===== src/rtl/mc_control_unit_if.sv =====
// Control-unit bus: instruction/multdiv inputs and datapath control outputs.
// master = control unit side, slave = datapath/memories/multdiv side.
interface mc_control_unit_if #(
    parameter int unsigned DWIDTH = 32,
    parameter int unsigned CNT_W  = 32
);
    logic [DWIDTH-1:0] ins;
    logic              data_resultRDY;
    logic              data_exception;
    logic              en_pc;
    logic              en_writeReg;
    logic              en_dmem_wr;
    logic              sel_alu_dataB;
    logic              sel_writeReg;
    logic              ctrl_sw;
    logic              ctrl_addi;
    logic              is_alu;
    logic              ctrl_Bne;
    logic              ctrl_Blt;
    logic              ctrl_ji;
    logic              ctrl_jal;
    logic              ctrl_jr;
    logic              ctrl_MULT;
    logic              ctrl_DIV;
    logic              md_exc_wb;
    logic              md_timeout_err;
    logic              busy;
    logic [CNT_W-1:0]  retired_cnt;

    modport master (
        input  ins, data_resultRDY, data_exception,
        output en_pc, en_writeReg, en_dmem_wr, sel_alu_dataB, sel_writeReg,
               ctrl_sw, ctrl_addi, is_alu, ctrl_Bne, ctrl_Blt, ctrl_ji, ctrl_jal, ctrl_jr,
               ctrl_MULT, ctrl_DIV, md_exc_wb, md_timeout_err, busy, retired_cnt
    );

    modport slave (
        output ins, data_resultRDY, data_exception,
        input  en_pc, en_writeReg, en_dmem_wr, sel_alu_dataB, sel_writeReg,
               ctrl_sw, ctrl_addi, is_alu, ctrl_Bne, ctrl_Blt, ctrl_ji, ctrl_jal, ctrl_jr,
               ctrl_MULT, ctrl_DIV, md_exc_wb, md_timeout_err, busy, retired_cnt
    );
endinterface


===== src/rtl/mc_control_unit.sv =====
// Multi-cycle sequencer: FETCH -> DECODE -> EXEC -> (MEM | MD_WAIT) -> WB with multdiv handshake.
// Define CTRL_MULTDIV_EN to build the MD_WAIT path; otherwise mult/div retire as NOPs.
module mc_control_unit #(
    parameter int unsigned DWIDTH     = 32,
    parameter int unsigned MD_TIMEOUT = 64,
    parameter int unsigned CNT_W      = 32
) (
    input logic               clk,
    input logic               rst,
    mc_control_unit_if.master bus
);

    localparam logic [4:0] OpAlu   = 5'b00000;
    localparam logic [4:0] OpJ     = 5'b00001;
    localparam logic [4:0] OpBne   = 5'b00010;
    localparam logic [4:0] OpJal   = 5'b00011;
    localparam logic [4:0] OpJr    = 5'b00100;
    localparam logic [4:0] OpAddi  = 5'b00101;
    localparam logic [4:0] OpBlt   = 5'b00110;
    localparam logic [4:0] OpSw    = 5'b00111;
    localparam logic [4:0] OpLw    = 5'b01000;
    localparam logic [4:0] AluMult = 5'b00110;
    localparam logic [4:0] AluDiv  = 5'b00111;

`ifdef CTRL_MULTDIV_EN
    localparam bit MdEn = 1'b1;
    localparam int unsigned TimerW = (MD_TIMEOUT > 1) ? $clog2(MD_TIMEOUT) : 1;
    localparam logic [TimerW-1:0] TimerLast = TimerW'(MD_TIMEOUT - 1);
`else
    localparam bit MdEn = 1'b0;
`endif

    typedef enum logic [2:0] {
        StFetch,
        StDecode,
        StExec,
        StMem,
`ifdef CTRL_MULTDIV_EN
        StMdWait,
`endif
        StWb
    } state_e;

    typedef struct packed {
        logic alu;
        logic addi;
        logic sw;
        logic lw;
        logic bne;
        logic blt;
        logic ji;
        logic jal;
        logic jr;
        logic imm;
    } flags_t;

    // Without the multdiv path, mult/div are plain NOPs and raise no flags at all.
    function automatic flags_t decode_flags(input logic [4:0] op, input logic [4:0] aluop);
        flags_t f;
        logic   md;
        md     = (aluop == AluMult) || (aluop == AluDiv);
        f      = '0;
        f.alu  = (op == OpAlu) && (MdEn || !md);
        f.addi = (op == OpAddi);
        f.sw   = (op == OpSw);
        f.lw   = (op == OpLw);
        f.bne  = (op == OpBne);
        f.blt  = (op == OpBlt);
        f.ji   = (op == OpJ);
        f.jal  = (op == OpJal);
        f.jr   = (op == OpJr);
        f.imm  = (op == OpAddi) || (op == OpSw) || (op == OpLw);
        return f;
    endfunction

    state_e            state_q, state_d;
    flags_t            flags_q;
    logic [DWIDTH-1:0] ir_q;
    logic [CNT_W-1:0]  retired_q;
    logic [4:0]        op, aluop;
    logic              is_md;
    logic              en_pc, en_write, en_dmem, start_mult, start_div;
    logic              unused_ir;

`ifdef CTRL_MULTDIV_EN
    logic [TimerW-1:0] timer_q, timer_d;
    logic              md_exc_q, md_exc_d;
    logic              to_err_q, to_err_d;
`endif

    assign op        = ir_q[31:27];
    assign aluop     = ir_q[6:2];
    assign is_md     = (op == OpAlu) && ((aluop == AluMult) || (aluop == AluDiv));
    assign unused_ir = ^{ir_q[26:7], ir_q[1:0]};

    always_comb begin
        state_d    = state_q;
        en_pc      = 1'b0;
        en_write   = 1'b0;
        en_dmem    = 1'b0;
        start_mult = 1'b0;
        start_div  = 1'b0;
`ifdef CTRL_MULTDIV_EN
        timer_d    = timer_q;
        md_exc_d   = md_exc_q;
        to_err_d   = to_err_q;
`endif
        unique case (state_q)
            StFetch:  state_d = StDecode;
            StDecode: state_d = StExec;
            StExec: begin
                if ((op == OpLw) || (op == OpSw)) begin
                    state_d = StMem;
                end else if (((op == OpAlu) && !is_md) || (op == OpAddi) || (op == OpJal)) begin
                    state_d = StWb;
`ifdef CTRL_MULTDIV_EN
                end else if (is_md) begin
                    start_mult = (aluop == AluMult);
                    start_div  = (aluop == AluDiv);
                    timer_d    = '0;
                    state_d    = StMdWait;
`endif
                end else begin
                    // Branches, jumps and unknown opcodes retire straight from EXEC.
                    en_pc   = 1'b1;
                    state_d = StFetch;
                end
            end
            StMem: begin
                if (op == OpSw) begin
                    en_dmem = 1'b1;
                    en_pc   = 1'b1;
                    state_d = StFetch;
                end else begin
                    state_d = StWb;
                end
            end
`ifdef CTRL_MULTDIV_EN
            StMdWait: begin
                // Ready takes priority over a timeout landing in the same cycle.
                if (bus.data_resultRDY) begin
                    md_exc_d = bus.data_exception;
                    state_d  = StWb;
                end else if (timer_q == TimerLast) begin
                    to_err_d = 1'b1;
                    en_pc    = 1'b1;
                    state_d  = StFetch;
                end else begin
                    timer_d = timer_q + TimerW'(1);
                end
            end
`endif
            StWb: begin
                en_write = 1'b1;
                en_pc    = 1'b1;
                state_d  = StFetch;
`ifdef CTRL_MULTDIV_EN
                md_exc_d = 1'b0;
`endif
            end
            default: state_d = StFetch;
        endcase
    end

    always_ff @(posedge clk or negedge rst) begin
        if (!rst) begin
            state_q   <= StFetch;
            flags_q   <= '0;
            ir_q      <= '0;
            retired_q <= '0;
        end else begin
            state_q <= state_d;
            if (state_q == StDecode) begin
                ir_q    <= bus.ins;
                flags_q <= decode_flags(bus.ins[31:27], bus.ins[6:2]);
            end else if (state_d == StFetch) begin
                flags_q <= '0;
            end
            if (en_pc) begin
                retired_q <= retired_q + CNT_W'(1);
            end
        end
    end

`ifdef CTRL_MULTDIV_EN
    always_ff @(posedge clk or negedge rst) begin
        if (!rst) begin
            timer_q  <= '0;
            md_exc_q <= 1'b0;
            to_err_q <= 1'b0;
        end else begin
            timer_q  <= timer_d;
            md_exc_q <= md_exc_d;
            to_err_q <= to_err_d;
        end
    end

    assign bus.md_exc_wb      = md_exc_q;
    assign bus.md_timeout_err = to_err_q;
`else
    logic unused_md;
    assign unused_md          = bus.data_resultRDY ^ bus.data_exception;
    assign bus.md_exc_wb      = 1'b0;
    assign bus.md_timeout_err = 1'b0;
`endif

    assign bus.en_pc         = en_pc;
    assign bus.en_writeReg   = en_write;
    assign bus.en_dmem_wr    = en_dmem;
    assign bus.ctrl_MULT     = start_mult;
    assign bus.ctrl_DIV      = start_div;
    assign bus.sel_alu_dataB = flags_q.imm;
    assign bus.sel_writeReg  = flags_q.lw && ((state_q == StMem) || (state_q == StWb));
    assign bus.ctrl_sw       = flags_q.sw;
    assign bus.ctrl_addi     = flags_q.addi;
    assign bus.is_alu        = flags_q.alu;
    assign bus.ctrl_Bne      = flags_q.bne;
    assign bus.ctrl_Blt      = flags_q.blt;
    assign bus.ctrl_ji       = flags_q.ji;
    assign bus.ctrl_jal      = flags_q.jal;
    assign bus.ctrl_jr       = flags_q.jr;
    assign bus.busy          = (state_q != StFetch);
    assign bus.retired_cnt   = retired_q;

endmodule

===== src/flat_wrapper.sv =====
// flat-port wrapper written by rule: the top's interface ports become plain ports
module mc_control_unit_flat 
#(
    parameter int unsigned DWIDTH     = 32,
    parameter int unsigned MD_TIMEOUT = 64,
    parameter int unsigned CNT_W      = 32
)
  (clk, rst, bus_ins, bus_data_resultRDY, bus_data_exception, bus_en_pc, bus_en_writeReg, bus_en_dmem_wr, bus_sel_alu_dataB, bus_sel_writeReg, bus_ctrl_sw, bus_ctrl_addi, bus_is_alu, bus_ctrl_Bne, bus_ctrl_Blt, bus_ctrl_ji, bus_ctrl_jal, bus_ctrl_jr, bus_ctrl_MULT, bus_ctrl_DIV, bus_md_exc_wb, bus_md_timeout_err, bus_busy, bus_retired_cnt);
  mc_control_unit_if #(.DWIDTH(DWIDTH), .CNT_W(CNT_W)) bus_i ();
  input logic clk;
  input logic rst;
  input wire logic [$bits(bus_i.ins)-1:0] bus_ins;
  input wire logic [$bits(bus_i.data_resultRDY)-1:0] bus_data_resultRDY;
  input wire logic [$bits(bus_i.data_exception)-1:0] bus_data_exception;
  output wire logic [$bits(bus_i.en_pc)-1:0] bus_en_pc;
  output wire logic [$bits(bus_i.en_writeReg)-1:0] bus_en_writeReg;
  output wire logic [$bits(bus_i.en_dmem_wr)-1:0] bus_en_dmem_wr;
  output wire logic [$bits(bus_i.sel_alu_dataB)-1:0] bus_sel_alu_dataB;
  output wire logic [$bits(bus_i.sel_writeReg)-1:0] bus_sel_writeReg;
  output wire logic [$bits(bus_i.ctrl_sw)-1:0] bus_ctrl_sw;
  output wire logic [$bits(bus_i.ctrl_addi)-1:0] bus_ctrl_addi;
  output wire logic [$bits(bus_i.is_alu)-1:0] bus_is_alu;
  output wire logic [$bits(bus_i.ctrl_Bne)-1:0] bus_ctrl_Bne;
  output wire logic [$bits(bus_i.ctrl_Blt)-1:0] bus_ctrl_Blt;
  output wire logic [$bits(bus_i.ctrl_ji)-1:0] bus_ctrl_ji;
  output wire logic [$bits(bus_i.ctrl_jal)-1:0] bus_ctrl_jal;
  output wire logic [$bits(bus_i.ctrl_jr)-1:0] bus_ctrl_jr;
  output wire logic [$bits(bus_i.ctrl_MULT)-1:0] bus_ctrl_MULT;
  output wire logic [$bits(bus_i.ctrl_DIV)-1:0] bus_ctrl_DIV;
  output wire logic [$bits(bus_i.md_exc_wb)-1:0] bus_md_exc_wb;
  output wire logic [$bits(bus_i.md_timeout_err)-1:0] bus_md_timeout_err;
  output wire logic [$bits(bus_i.busy)-1:0] bus_busy;
  output wire logic [$bits(bus_i.retired_cnt)-1:0] bus_retired_cnt;
  assign bus_i.ins = bus_ins;
  assign bus_i.data_resultRDY = bus_data_resultRDY;
  assign bus_i.data_exception = bus_data_exception;
  assign bus_en_pc = bus_i.en_pc;
  assign bus_en_writeReg = bus_i.en_writeReg;
  assign bus_en_dmem_wr = bus_i.en_dmem_wr;
  assign bus_sel_alu_dataB = bus_i.sel_alu_dataB;
  assign bus_sel_writeReg = bus_i.sel_writeReg;
  assign bus_ctrl_sw = bus_i.ctrl_sw;
  assign bus_ctrl_addi = bus_i.ctrl_addi;
  assign bus_is_alu = bus_i.is_alu;
  assign bus_ctrl_Bne = bus_i.ctrl_Bne;
  assign bus_ctrl_Blt = bus_i.ctrl_Blt;
  assign bus_ctrl_ji = bus_i.ctrl_ji;
  assign bus_ctrl_jal = bus_i.ctrl_jal;
  assign bus_ctrl_jr = bus_i.ctrl_jr;
  assign bus_ctrl_MULT = bus_i.ctrl_MULT;
  assign bus_ctrl_DIV = bus_i.ctrl_DIV;
  assign bus_md_exc_wb = bus_i.md_exc_wb;
  assign bus_md_timeout_err = bus_i.md_timeout_err;
  assign bus_busy = bus_i.busy;
  assign bus_retired_cnt = bus_i.retired_cnt;
  mc_control_unit #(.DWIDTH(DWIDTH), .MD_TIMEOUT(MD_TIMEOUT), .CNT_W(CNT_W)) u_core (.clk(clk), .rst(rst), .bus(bus_i));
endmodule

===== config.mk =====
export PLATFORM = sky130hd
export DESIGN_NAME = mc_control_unit_flat
export DESIGN_NICKNAME = d
export VERILOG_FILES = /design/src/rtl/mc_control_unit_if.sv /design/src/rtl/mc_control_unit.sv /design/src/flat_wrapper.sv
export SDC_FILE = /design/constraint.sdc
export NUM_CORES = 1
export LEC_CHECK = 0
export ABC_CLOCK_PERIOD_IN_PS = 2100
export BUFFER_PORTS_ARGS = -buffer_cell sky130_fd_sc_hd__buf_2
export CAP_MARGIN = 20
export CELL_PAD_IN_SITES_DETAIL_PLACEMENT = 0
export CELL_PAD_IN_SITES_GLOBAL_PLACEMENT = 1
export CORE_MARGIN = 10
export CORE_UTILIZATION = 39
export CTS_CLUSTER_DIAMETER = 150
export DETAILED_ROUTE_END_ITERATION = 7
export GPL_TIMING_DRIVEN = 0
export PLACE_DENSITY_LB_ADDON = 0.1
export SYNTH_ARGS = -nofsm -noshare
export SYNTH_HDL_FRONTEND = slang
export SYNTH_SLANG_ARGS = --single-unit

===== constraint.sdc =====
create_clock -name clk -period 2.1 [get_ports clk]
set_input_delay 0.315 -clock clk [delete_from_list [all_inputs] [get_ports clk]]
set_output_delay 0.315 -clock clk [all_outputs]
set_load 0.02 [all_outputs]

* After elaboration in Yosys (flattened, before gate mapping)
Cells that the tools add are included.
Word-level totals: logic and storage cells 66, register bits after elaboration 77, bits of input ports 36
Operators by class: reductions and logical operators 20, multiplexer cells 12, $add $sub $neg 1, equal/unequal tests 20
Operators by type and width (count):
- $eq A5 B3 Y1 const B | 10
- $add A32 B1 Y32 const B | 1
- $mux W10 | 2
- $eq A5 B2 Y1 const B | 3
- $pmux W3 S4 | 1
- $eq A5 B4 Y1 const B | 2
- $logic_not A5 Y1 | 2
- $mux W3 | 3
- $logic_or A1 B1 Y1 | 8
- $eq A3 B2 Y1 const B | 2
- $logic_not A3 Y1 | 2
- $eq A5 B1 Y1 const B | 1
- $mux W1 | 5
- $logic_and A1 B1 Y1 | 4
- $eq A3 B1 Y1 const B | 1
- $eq A3 B3 Y1 const B | 1
- $pmux W1 S3 | 1
- $reduce_bool A3 Y1 | 1
- $logic_not A1 Y1 | 2
- $reduce_bool A2 Y1 | 1

* Depth between registers and ports, before layout
word-level depth 13, gate-level depth with buffers 7, mapped depth without buffers 5

* Worst setup path before layout
OpenSTA, ideal clock, no wires.
path kind register to register, start reg u_core.ir_q[28], end reg u_core.retired_q[1] (netlist: u_core.bus.retired_cnt[1]), cell stages (with the launch flop) 6, arrival time 1.804 ns, path buffers 0, slack 0.171 ns, required time 1.975 ns, cell sequence dfrtp_1 or4b_4 a21oi_4 a211oi_2 or2_4 mux2_4
On the way: word-level cells in the longest chain between the ends 9, elaborated cells between the ends (all ways) 15, those cells by class eq/ne (4); mux (4); reduce/logical (7)
RTL lines:
- from (decl) | line mc_control_unit.sv:78 | logic [DWIDTH-1:0] ir_q;
- from (signal assigned) | line mc_control_unit.sv:174 | ir_q <= bus.ins;
- $logic_not A5 Y1 | line mc_control_unit.sv:93, mc_control_unit.sv:114
- $logic_and A1 B1 Y1 | line mc_control_unit.sv:93 | assign is_md = (op == OpAlu) && ((aluop == AluMult) || (aluop == AluDiv));
- $logic_not A1 Y1 | line mc_control_unit.sv:114 | end else if (((op == OpAlu) && !is_md) || (op == OpAddi) || (op == OpJal)) begin
- $logic_and A1 B1 Y1 | line mc_control_unit.sv:114
- $logic_or A1 B1 Y1 (2 in series) | line mc_control_unit.sv:114
- $mux W1 | line mc_control_unit.sv:114
- $mux W1 | line mc_control_unit.sv:112 | if ((op == OpLw) || (op == OpSw)) begin
- $pmux W1 S3 (*) | line mc_control_unit.sv:108 | unique case (state_q)
- named net bus_en_pc | line flat_wrapper.sv:15 | output wire logic [$bits(bus_i.en_pc)-1:0] bus_en_pc;
- to (signal assigned) | line mc_control_unit.sv:180 | retired_q <= retired_q + CNT_W'(1);
- to (decl) | line mc_control_unit.sv:79 | logic [CNT_W-1:0] retired_q;
The timed path passes the listed nets; every way through them passes the cells marked *. A chain may end at the register's enable or synchronous reset.

* Worst setup path after layout
start reg u_core.ir_q[29], end out bus_en_pc
On the way: word-level cells in the longest chain between the ends 9, elaborated cells between the ends (all ways) 15, those cells by class eq/ne (4); mux (4); reduce/logical (7)
RTL lines (line):
- $logic_not A5 Y1 | mc_control_unit.sv:93, mc_control_unit.sv:114
- $logic_and A1 B1 Y1 | mc_control_unit.sv:93
- $logic_not A1 Y1 | mc_control_unit.sv:114
- $logic_and A1 B1 Y1 | mc_control_unit.sv:114
- $logic_or A1 B1 Y1 (2 in series) | mc_control_unit.sv:114
- $mux W1 | mc_control_unit.sv:114
- $mux W1 | mc_control_unit.sv:112
- $pmux W1 S3 (*) | mc_control_unit.sv:108
- to (decl) | flat_wrapper.sv:15
Every way passes the cells marked *; elsewhere a longest branch is shown, timed or not.

==> parameters.txt <==
Parameter                              Value

Floorplanning
  # IOs    86
  X dimension of the die    104.0 um
  Full die area    about 11000 um^2
  Height of the chip    104.0 um
  Starting Density    40.29%
  Area of the core region    6832 um^2
  Number of core rows    30

CTS
  Number of H-tree levels    2
  Clock latency on the worst-skew pair    around 0.30 ns
  Longest Clk Path Bufs    2
  Number of buffers inserted during clock tree synthesis    5
  Clk Tree Root Cell    sky130_fd_sc_hd__clkbuf_8
  TritonCTS clock tree    yes
  Quantity of hold-fixing buffers added after cts    0
  Clock transition at the registers of the reported paths    0.09 ns
  CTS sink cnt    54

Critical path
  Max FO, Critical Path    4
  R2R Path End    u_core.bus.retired_cnt[1]
  Worst Setup Path Type    reg2out
  Worst r2r path cells    6
  Data arrival time of the critical path    1.89 ns
  Worst Path Required    1.78 ns
  Sort of element at the end of the critical path    output port
  Startpoint class of the critical path    register
  Worst r2r src    u_core.ir_q[29]
  Critical Path Source    u_core.ir_q[29]
  Flop-to-flop setup slack    0.10 ns

Timing
  Final Cycle Share    105.0%
  Count of pins over their slew limit    0
  Unrepaired setup endpoints after global routing    yes
  Setup slack after layout    -0.1058 ns
  Worst rel slew slack    61.87%
  Final setup TNS    -0.1058 ns
  Worst Max-Slew Pin Slew    0.5720 ns
  Shortest period the worst path allows    2.206 ns
  Final worst hold slack    -0.002086 ns
  Achievable Freq    453.4 MHz
  Final Skew    0.008402 ns
  Number of hold violations in the final report    2
  Final-report setup violation count    1

Placement
  HPWL after DPL    slightly below 5000 um
  DP Area    3179 um^2
  # placed instances    roughly 420
  Port Buf Inserts    55
  Routability-driven placement congestion ratio    0.7538

Global route
  Overflow left after global routing    0
  Maximum number of pins on one net before global-route repair    32
  Number of antenna violations at the first check in global routing    0
  Aggregate global-route resource usage    roughly 12%
  First-pass GRT wire length    11120 um
  Via count of the first global-routing pass    about 2.3k

Final layout
  Share of layout cells above drive strength 1    between 30 and 40%
  Non-filler cells, final    439
  Max FFs per register    32
  Multi-input combinational cell area    1316 um^2
  Number of diodes    0
  Filler Cell Count    673
  Storage element area    1353 um^2
  Post-route cell area    between 3000 and 4000 um^2
  Fin nets    379
  Signed area change from the synthesized netlist to the final layout    24.55%

Synthesis
  Ranking of synthesized cells by instance count    54 x sky130_fd_sc_hd__dfrtp_1, 33 x sky130_fd_sc_hd__nand2_1, 30 x sky130_fd_sc_hd__xnor2_1
  Area contributors post-synth    sky130_fd_sc_hd__dfrtp_1 49%, sky130_fd_sc_hd__xnor2_1 9.5%, sky130_fd_sc_hd__nand2_1 4.5%
  Post-synth EDFFs    0
  Most area-hungry cell type in the Yosys netlist    sky130_fd_sc_hd__dfrtp_1
  Post-synth ARST share    100.0%
  Count of mapped cells out of synthesis    262
  Synth top area share    49.09%
  Yosys synthesis warning count    0
  Post-Synthesis Mean Instance Area    10.51 um^2
  Combined area of all synthesized cells    about 2800 um^2
  Number of distinct library cell variants in the gate-level netlist after synthesis    47
  Leading cell type by number of instances after synthesis    sky130_fd_sc_hd__dfrtp_1
  Most used flip-flop cell after synthesis    sky130_fd_sc_hd__dfrtp_1
  Post-synthesis sequential element count    54
  Part of the Yosys area used for sequential elements    49.09%

Route
  Final routed DRC violation total    0
  Remaining number of nets flagged by the antenna check after routing    0
  DRC violation total after the first TritonRoute iteration    54
  Number of vias per cell after detailed routing    5.062
  Number of vias in the routed layout    2222
  Router iterations before antenna repair    4
  DR WL/cell    15.23 um
  Routed WL    6684 um

Outcome
  Run status    finished with violations
  Violations in the final reports    hold timing, setup timing

Power
  Max IR drop VDD    681.4 uV
  Areal power density over the cells    1025 nW/um^2
  Leakage dissipation    1.635 nW

Worst hold path
  Class of the worst hold path    in2async

Flow run
  Maximum capacitance violations    0
==> per-layer routing <==
metal | global-route usage, % | wire [um] | vias up
li1 | - | - | 1090
met1 | 14.72 | 2923 | 1074
met2 | 20.00 | 3320 | 54
met3 | 3.779 | 383 | 4
met4 | 3.380 | 56 | 0
met5 | 0 | 0 | -
==> cells in the final DEF, fill, tap and decap left out, types with 2 or more instances in the layout <==
cell type,synthesis,layout
sky130_fd_sc_hd__nor4_4,1,2
sky130_fd_sc_hd__and4_1,5,4
sky130_fd_sc_hd__buf_4,4,19
sky130_fd_sc_hd__a21oi_1,5,5
sky130_fd_sc_hd__xnor2_1,30,30
sky130_fd_sc_hd__nand2_1,33,33
sky130_fd_sc_hd__nand2b_1,12,12
sky130_fd_sc_hd__o32ai_1,3,3
sky130_fd_sc_hd__o2111ai_1,14,14
sky130_fd_sc_hd__and3_1,8,8
sky130_fd_sc_hd__o32ai_2,4,4
sky130_fd_sc_hd__and2_1,2,2
sky130_fd_sc_hd__nand3_1,7,7
sky130_fd_sc_hd__o211ai_1,6,6
sky130_fd_sc_hd__buf_6,2,3
sky130_fd_sc_hd__clkbuf_8,0,5
sky130_fd_sc_hd__nand4_1,3,3
sky130_fd_sc_hd__o211ai_2,2,2
sky130_fd_sc_hd__conb_1,1,4
sky130_fd_sc_hd__nor2_1,12,12
sky130_fd_sc_hd__inv_1,7,7
sky130_fd_sc_hd__clkbuf_1,8,7
sky130_fd_sc_hd__nor2b_1,2,2
sky130_fd_sc_hd__nor3_1,3,3
sky130_fd_sc_hd__buf_2,2,55
sky130_fd_sc_hd__dfrtp_1,54,53
sky130_fd_sc_hd__o21ai_1,11,11
==> cells by family (layout without fill, tap and decap cells) <==
family	after synthesis	after routing	synth area share, %
other cells	1	4	0.1362
fa+ha+maj	1	1	0.4545
buf+inv	23	101	4.318
mux	1	1	0.5453
simple gates	99	99	20.00
compound gates	52	52	15.59
xor+xnor	31	31	9.864
flops	54	54	49.09
==> metrics by stage <==
step	setup WS, ns	util [%]	hold slack (ns)	power [mW]
after floorplan	0.1711	-	0.01941	2.311
after global placement	-0.08553	46.25	0.4570	2.682
after detailed placement	-0.1079	46.54	0.3449	2.693
after CTS	-0.1487	49.27	0.007824	3.539
after global routing	-0.1754	50.18	0.01302	3.781
final	-0.1058	50.18	-0.002086	3.514
==> layout make-up <==
| type | count | area share, % |
|---|---|---|
| buffer | 16 | 2.810 |
| clock buffer | 6 | 2.117 |
| clock inverter | 2 | 1.095 |
| inverter | 7 | 0.7664 |
| multi-input combinational | 188 | 38.39 |
| sequential | 54 | 39.45 |
| tap | 96 | 3.504 |
| timing repair buffer | 70 | 11.86 |
==> repair_timing <==
item | in CTS | in global routing
gates resized for setup | 5 | 7
pin swaps | 4 | 4
setup endpoints to repair | 10 | 35
endpoints found under the hold margin | 0 | 0
buffers inserted | 7 | 7
==> critical path, cell delays in order (launching register included) <==
cell                       delay [ns]
sky130_fd_sc_hd__dfrtp_2         0.44
sky130_fd_sc_hd__or4b_4          0.53
sky130_fd_sc_hd__a21oi_4         0.18
sky130_fd_sc_hd__a211oi_4        0.05
sky130_fd_sc_hd__or2_4           0.26
sky130_fd_sc_hd__buf_6           0.13
==> worst max-delay path by stage <==
stage                                 endpoint  slack (ns)  cells past startpoint
finish                               bus_en_pc       -0.11                      5
detailed placement  u_core.bus.retired_cnt[24]       -0.11                      4
global route                         bus_en_pc       -0.18                      5
CTS                                  bus_en_pc       -0.15                      5
global placement    u_core.bus.retired_cnt[24]       -0.09                      5
floorplan            u_core.bus.retired_cnt[1]        0.17                      5
==> power by group <==
part           switching, mW  internal (mW)
clock network          0.335          0.356
logic                  0.875          0.564
registers              0.168           1.22
Power figures use the tool's default switching activity.
